`src/rtl/mon_pkg.sv`:
```
// Shared types and constants for the memory bus monitor.
// No timing of its own; pure declarations.
// No flow control involved.
package mon_pkg;

  typedef enum logic [1:0] {
    ST_IDLE = 2'd0,
    ST_RUN  = 2'd1,
    ST_DONE = 2'd2,
    ST_HANG = 2'd3
  } mon_state_e;

  localparam int              CNT_W   = 16;
  localparam logic [CNT_W-1:0] CNT_MAX = 16'hFFFF;

  // Saturating increment: the counters stick at CNT_MAX instead of wrapping.
  function automatic logic [CNT_W-1:0] sat_inc(input logic [CNT_W-1:0] v);
    return (v == CNT_MAX) ? v : v + 1'b1;
  endfunction

endpackage

```
`src/rtl/trace_fifo.sv`:
```
// Show-ahead FIFO holding traced write transactions.
// Latency: push visible at the head one cycle later.
// Backpressure: none; a push into a full buffer is dropped and flagged unless a pop frees the slot.
module trace_fifo #(
  parameter int W     = 16,
  parameter int DEPTH = 8
) (
  input  logic         clk,
  input  logic         reset,
  input  logic         push_i,
  input  logic [W-1:0] din_i,
  input  logic         pop_i,
  output logic         vld_o,
  output logic [W-1:0] dout_o,
  output logic         ovf_o
);

  localparam int AW = $clog2(DEPTH);

  logic [AW:0]  wr_ptr_q, wr_ptr_d;
  logic [AW:0]  rd_ptr_q, rd_ptr_d;
  logic [W-1:0] mem_q [DEPTH];
  logic         empty, full, do_push, do_pop;

  // The extra pointer bit tells full from empty when the indices coincide.
  assign empty   = (wr_ptr_q == rd_ptr_q);
  assign full    = (wr_ptr_q[AW] != rd_ptr_q[AW]) && (wr_ptr_q[AW-1:0] == rd_ptr_q[AW-1:0]);
  assign do_pop  = pop_i && !empty;
  assign do_push = push_i && (!full || do_pop);
  assign ovf_o   = push_i && full && !do_pop;
  assign vld_o   = !empty;
  // Head is forced to zero when empty so a reset buffer shows no stale data.
  assign dout_o  = empty ? '0 : mem_q[rd_ptr_q[AW-1:0]];

  // Pointer next-state.
  always_comb begin
    wr_ptr_d = wr_ptr_q;
    rd_ptr_d = rd_ptr_q;
    if (do_push) wr_ptr_d = wr_ptr_q + 1'b1;
    if (do_pop)  rd_ptr_d = rd_ptr_q + 1'b1;
  end

  // Pointer registers; clearing them discards all buffered entries.
  always_ff @(posedge clk or negedge reset) begin
    if (!reset) begin
      wr_ptr_q <= '0;
      rd_ptr_q <= '0;
    end else begin
      wr_ptr_q <= wr_ptr_d;
      rd_ptr_q <= rd_ptr_d;
    end
  end

  // Storage array; contents are only meaningful between the pointers.
  always_ff @(posedge clk) begin
    if (do_push) mem_q[wr_ptr_q[AW-1:0]] <= din_i;
  end

endmodule

```
`src/rtl/mem_bus_monitor.sv`:
```
// Passive monitor of a processor memory bus: counts, traces and checks transactions, detects end/hang.
// Latency: status and counters update one cycle after the observed strobe.
// Backpressure: none toward the bus; trace entries are lost (overflow flagged) when the buffer is full.
module mem_bus_monitor
  import mon_pkg::*;
#(
  parameter int WIDTH   = 8,
  parameter int DEPTH   = 8,
  parameter int TIMEOUT = 1024
) (
  input  logic             clk,
  input  logic             reset,
  input  logic             memread,
  input  logic             memwrite,
  input  logic [WIDTH-1:0] mar,
  input  logic [WIDTH-1:0] writedata,
  input  logic [WIDTH-1:0] memdata,
  input  logic             kraj,
  input  logic             exp_valid,
  input  logic [WIDTH-1:0] exp_addr,
  input  logic [WIDTH-1:0] exp_data,
  input  logic             trace_rd,
  output logic             trace_valid,
  output logic [WIDTH-1:0] trace_addr,
  output logic [WIDTH-1:0] trace_data,
  output logic [15:0]      rd_count,
  output logic [15:0]      wr_count,
  output logic [WIDTH-1:0] last_rdata,
  output logic             mismatch,
  output logic             overflow,
  output logic             done,
  output logic             timeout
);

  localparam int             IW        = $clog2(TIMEOUT);
  localparam logic [IW-1:0]  IDLE_LAST = IW'(TIMEOUT - 1);

  mon_state_e       state_q, state_d;
  logic [IW-1:0]    idle_q, idle_d;
  logic [CNT_W-1:0] rd_cnt_q, rd_cnt_d, wr_cnt_q, wr_cnt_d;
  logic [WIDTH-1:0] last_rdata_q, last_rdata_d;
  logic             mismatch_q, mismatch_d, overflow_q, overflow_d;
  logic             active, strobe, trace_push, fifo_ovf;
  logic [2*WIDTH-1:0] trace_dout;

  // Only IDLE and RUN observe the bus, including the cycle kraj arrives.
  assign active     = (state_q == ST_IDLE) || (state_q == ST_RUN);
  assign strobe     = memread || memwrite;
  assign trace_push = active && memwrite;
  assign overflow_d = overflow_q || fifo_ovf;

  // FSM next-state, idle counter, counters and compare.
  always_comb begin
    state_d      = state_q;
    idle_d       = idle_q;
    rd_cnt_d     = rd_cnt_q;
    wr_cnt_d     = wr_cnt_q;
    last_rdata_d = last_rdata_q;
    mismatch_d   = mismatch_q;
    case (state_q)
      ST_IDLE: begin
        idle_d = '0;
        if (kraj)        state_d = ST_DONE;
        else if (strobe) state_d = ST_RUN;
      end
      ST_RUN: begin
        // kraj takes priority over a simultaneous idle expiry.
        if (kraj)                     state_d = ST_DONE;
        else if (strobe)              idle_d  = '0;
        else if (idle_q == IDLE_LAST) state_d = ST_HANG;
        else                          idle_d  = idle_q + 1'b1;
      end
      default: ;
    endcase
    if (active) begin
      if (memread) begin
        rd_cnt_d     = sat_inc(rd_cnt_q);
        last_rdata_d = memdata;
      end
      if (memwrite) begin
        wr_cnt_d = sat_inc(wr_cnt_q);
        if (exp_valid && ((mar != exp_addr) || (writedata != exp_data))) mismatch_d = 1'b1;
      end
    end
  end

  // State and status registers.
  always_ff @(posedge clk or negedge reset) begin
    if (!reset) begin
      state_q      <= ST_IDLE;
      idle_q       <= '0;
      rd_cnt_q     <= '0;
      wr_cnt_q     <= '0;
      last_rdata_q <= '0;
      mismatch_q   <= 1'b0;
      overflow_q   <= 1'b0;
    end else begin
      state_q      <= state_d;
      idle_q       <= idle_d;
      rd_cnt_q     <= rd_cnt_d;
      wr_cnt_q     <= wr_cnt_d;
      last_rdata_q <= last_rdata_d;
      mismatch_q   <= mismatch_d;
      overflow_q   <= overflow_d;
    end
  end

  trace_fifo #(
    .W     (2 * WIDTH),
    .DEPTH (DEPTH)
  ) u_trace_fifo (
    .clk    (clk),
    .reset  (reset),
    .push_i (trace_push),
    .din_i  ({mar, writedata}),
    .pop_i  (trace_rd),
    .vld_o  (trace_valid),
    .dout_o (trace_dout),
    .ovf_o  (fifo_ovf)
  );

  assign trace_addr = trace_dout[2*WIDTH-1:WIDTH];
  assign trace_data = trace_dout[WIDTH-1:0];
  assign rd_count   = rd_cnt_q;
  assign wr_count   = wr_cnt_q;
  assign last_rdata = last_rdata_q;
  assign mismatch   = mismatch_q;
  assign overflow   = overflow_q;
  // Terminal states make these flags sticky until reset.
  assign done       = (state_q == ST_DONE);
  assign timeout    = (state_q == ST_HANG);

endmodule
```
`config.mk`:
```
export PLATFORM = sky130hd
export DESIGN_NAME = mem_bus_monitor
export DESIGN_NICKNAME = d
export VERILOG_FILES = /design/src/rtl/mon_pkg.sv /design/src/rtl/trace_fifo.sv /design/src/rtl/mem_bus_monitor.sv
export SDC_FILE = /design/constraint.sdc
export NUM_CORES = 1
export LEC_CHECK = 0
export ABC_AREA = 1
export CAP_MARGIN = 20
export CORE_MARGIN = 2
export CORE_UTILIZATION = 60
export CTS_BUF_LIST = sky130_fd_sc_hd__clkbuf_16
export DETAILED_ROUTE_END_ITERATION = 10
export PLACE_DENSITY = 0.95
export SLEW_MARGIN = 40
export SYNTH_ARGS = -nofsm -noshare
export SYNTH_HDL_FRONTEND = slang
export SYNTH_SLANG_ARGS = --single-unit
```
`constraint.sdc`:
```
create_clock -name clk -period 3.1 [get_ports clk]
set_input_delay 0.465 -clock clk [delete_from_list [all_inputs] [get_ports clk]]
set_output_delay 0.465 -clock clk [all_outputs]
set_load 0.01 [all_outputs]
```
==> impl_metrics.ini <==
[worst_setup_path]
critPathRequiredTime_ns = 2.63
r2r_end = u_trace_fifo.mem_q[6][7]$_DFFE_PP_
path_buf_inv = 3
reg2reg_depth = 8
path_cells = buf_4 > xnor2_1 > nand2_1 > nor2_1 > nand2_1 > buf_4 > o21ai_0 > nor2_1 > clkdlybuf4s50_1
cp_top_family = buffers and inverters
critPathSlowestCell = clkdlybuf4s50_1
crit_path_end_kind = output port
worstSetupPathType = flop to output port
cpPeakStageDelay_ns = 0.59
worstPathMaxFanout = 12
r2r_start = u_trace_fifo.rd_ptr_q[0]$_DFFE_PN0P_
crit_path_start_kind = flop
r2r_slack_ns = 0.94
arrival_ns = 2.53

[global_routing]
grt_pass1_vias = 7226
antenna_found_initial = 0
grt-ovfl-total = 0
grt_pass1_wl_um = 34600
grt_max_degree = 53
grt_usage = 0.2765

[final_layout]
regArea_um2 = 5396
fillCellCount = 943
drive_above_1_share = 0.06900
nNetsFinal = 1156
antenna_cells = 0
final_cell_area_um2 = 11010
multi_input_area_um2 = 3178
syn_to_final_growth_pct = 21.92

[power]
pwr-share-comb = 0.303
p_sw_frac = 0.3024
power_density_nw_per_um2 = 684.8
cellInternalPower_w = 0.005259
seq_power_share = 0.379
peakVddDrop_v = 0.0003238
clkPwrFrac = 0.318
p_sw_w = 0.002280
leakage_nw = 4.496

[clock_tree]
clock_sinks = 190
cts_root_buf = clkbuf_16
clock_latency_ns = 0.43
clk_path_buf_depth = 2
clkTransAtPathRegs_ns = 0.07
cts_buffers = 17
cts_tree = done
h-tree-depth = 4

[synthesis]
synthFlopType = edfxtp_1
avgSynthCellArea_um2 = 9.148
yosys_warnings = 0
syn_nets = 1039
synth.yosys.seq_area_share = 0.5976
synth-edff-count = 128
synth_area_leaders = edfxtp_1 43%, dfrtp_1 17%, nand2_1 10%
syn_area_um2 = 9029
yosysMostFrequentCell = nand2_1
yosysTopAreaCell = edfxtp_1
async_flop_share = 0.3263
yosys_register_bits = 190
synth_top_area_frac = 0.4257
yosysUniqueCellTypes = 31
synth_commonest_cells = 251 x nand2_1, 200 x nor2_1, 128 x edfxtp_1
syn-instance-count = 987

[die]
core_um2 = 14640
rows = 44
initial_core_util = 0.6165
die_area_um2 = 16050
die_x_um = 126.7
ioPinCount = 108
die-height_um = 126.7

[run]
drv_cap = 0

[worst_hold_path]
min_to = last_rdata[1]$_DFFE_PN0P_
min_path_type = flop to flop
hold_depth = 2
hp-start = last_rdata[1]$_DFFE_PN0P_

[route]
firstDrtPassIters = 8
viasPerCell = 5.565
drt_iter0_drc = 809
vias = 7235
drc = 0
wirelength_um = 21330
drtAntennaViolNets = 0
avgRoutedWirePerCell_um = 16.41

[sta]
tightestPinTransition_ns = 0.8205
setup-tns-final_ns = 0
min_period_ns = 2.991
drv_slew = 0
hold_violations = 0
setup_viol = 0
finalClockSkew_ns = 0.006162
timing.fmax_mhz = 334.3
rsz0062_at_grt = no
fin_crit_sh = 0.9648
relSlewSlack = 0.4530

[placed_design]
dp_hpwl_um = 13970
port_buffers = 107
place.gp.congestion = 0.8943
place_area_um2 = 10310

[status]
outcome = finished clean
-- worst reg2reg max path: stages, from the launching register on --
cell     delay, ns
dfrtp_2       0.51
buf_4         0.18
xnor2_1       0.12
nand2_1       0.06
nor2_1        0.05
nand2_1       0.21
nand3_1       0.20
nor2_1        0.19
buf_4         0.31
-- power by group through the flow --
stage               combinational [W]  clock, W  sequential [W]
floorplan                     0.00130         0         0.00287
global placement              0.00210         0         0.00290
detailed placement            0.00222         0         0.00291
CTS                           0.00223   0.00242         0.00285
global route                  0.00255   0.00251         0.00286
finish                        0.00229   0.00239         0.00286
-- state kept, by name, summed over array words and instances, names as in the netlist --
name and cells:
mismatch 1, state_q 2, last_rdata 8, overflow 1
u_trace_fifo.rd_ptr_q 4, idle_q 10, u_trace_fifo.mem_q 128, rd_count 16
wr_count 16, u_trace_fifo.wr_ptr_q 4
-- repair_timing --
action	CTS	global route
endpoints found under the setup margin	0	14
buffers inserted	0	4
hold buffers	1	0
gates resized for setup	0	6
endpoints found under the hold margin	1	0
-- routing by layer --
| metal | global-route usage | part of all wire | vias to the layer above |
|---|---|---|---|
| met4 | 0.1273 | 0.024 | 0 |
| met2 | 0.4859 | 0.52 | 298 |
| li1 | - | - | 3468 |
| met1 | 0.3334 | 0.39 | 3422 |
| met3 | 0.05146 | 0.068 | 47 |
| met5 | 0 | 0 | - |
-- layout by cell type (no fill, tap or decap), types with 2 or more instances in the layout --
cell type        Yosys  routed
a21oi_1              2       2
buf_4                9      23
bufinv_16            0       6
clkbuf_16            0      17
clkdlybuf4s50_1      0     106
clkinv_1             0       2
clkinv_2             0       2
dfrtp_1             62      61
edfxtp_1           128     128
ha_1                 5       5
inv_1               68      69
nand2_1            251     251
nand2_2              5       5
nand2_4              4       4
nand3_1             47      47
nand4_1              8       8
nor2_1             200     200
nor2_2               3       3
nor2_4               4       4
nor3_1               3       3
o21ai_0            109     109
o21ai_1             12      12
o21bai_1             2       2
xnor2_1             18      18
xor2_1              13      13
-- per-stage QoR --
stage | hold slack (ns) | setup slack (ns) | instances | utilization | total power (W)
floorplan | 0.1694 | 0.9421 | 987 | - | 0.004168
detailed placement | 0.4577 | 0.4700 | 1264 | 0.7038 | 0.005122
finish | 0.4704 | 0.1090 | 1300 | 0.7517 | 0.007538
CTS | 0.4741 | 0.004618 | 1296 | 0.7487 | 0.007501
global placement | 0.4499 | 0.5722 | 1264 | 0.7036 | 0.004999
global route | 0.5047 | 0.01444 | 1300 | 0.7517 | 0.007922
-- worst max path at each step --
stage / from / endpoint / slack [ns] / cells past startpoint
6_report: u_trace_fifo.rd_ptr_q[0]$_DFFE_PN0P_ / trace_addr[5] / 0.11 / 9
5_1_grt: u_trace_fifo.rd_ptr_q[0]$_DFFE_PN0P_ / trace_addr[5] / 0.01 / 8
4_1_cts: u_trace_fifo.rd_ptr_q[0]$_DFFE_PN0P_ / trace_data[0] / 0.005 / 7
3_5_place_dp: u_trace_fifo.rd_ptr_q[0]$_DFFE_PN0P_ / trace_data[0] / 0.47 / 7
3_3_place_gp: u_trace_fifo.rd_ptr_q[0]$_DFFE_PN0P_ / trace_addr[5] / 0.57 / 8
2_1_floorplan: memwrite / u_trace_fifo.mem_q[2][0]$_DFFE_PP_ / 0.94 / 5
-- kinds of logic after synthesis --
| logic type | Yosys count | share of synthesized area |
|---|---|---|
| AND/OR/NAND/NOR | 530 | 0.2428 |
| AO/OA/AOI/OAI | 126 | 0.07220 |
| adder cells (fa/ha/maj) | 5 | 0.006929 |
| flip-flops | 190 | 0.5976 |
| XOR/XNOR | 31 | 0.03007 |
| buffers and inverters | 105 | 0.05044 |
-- area by class of cell --
| cell class | count | area share |
|---|---|---|
| Sequential cell | 190 | 0.4902 |
| Multi-Input combinational cell | 692 | 0.2887 |
| Timing Repair Buffer | 133 | 0.1172 |
| Clock buffer | 17 | 0.03864 |
| Inverter | 70 | 0.02410 |
| Tap cell | 184 | 0.02091 |
| Clock inverter | 14 | 0.02023 |
Power figures use the tool's default switching activity.
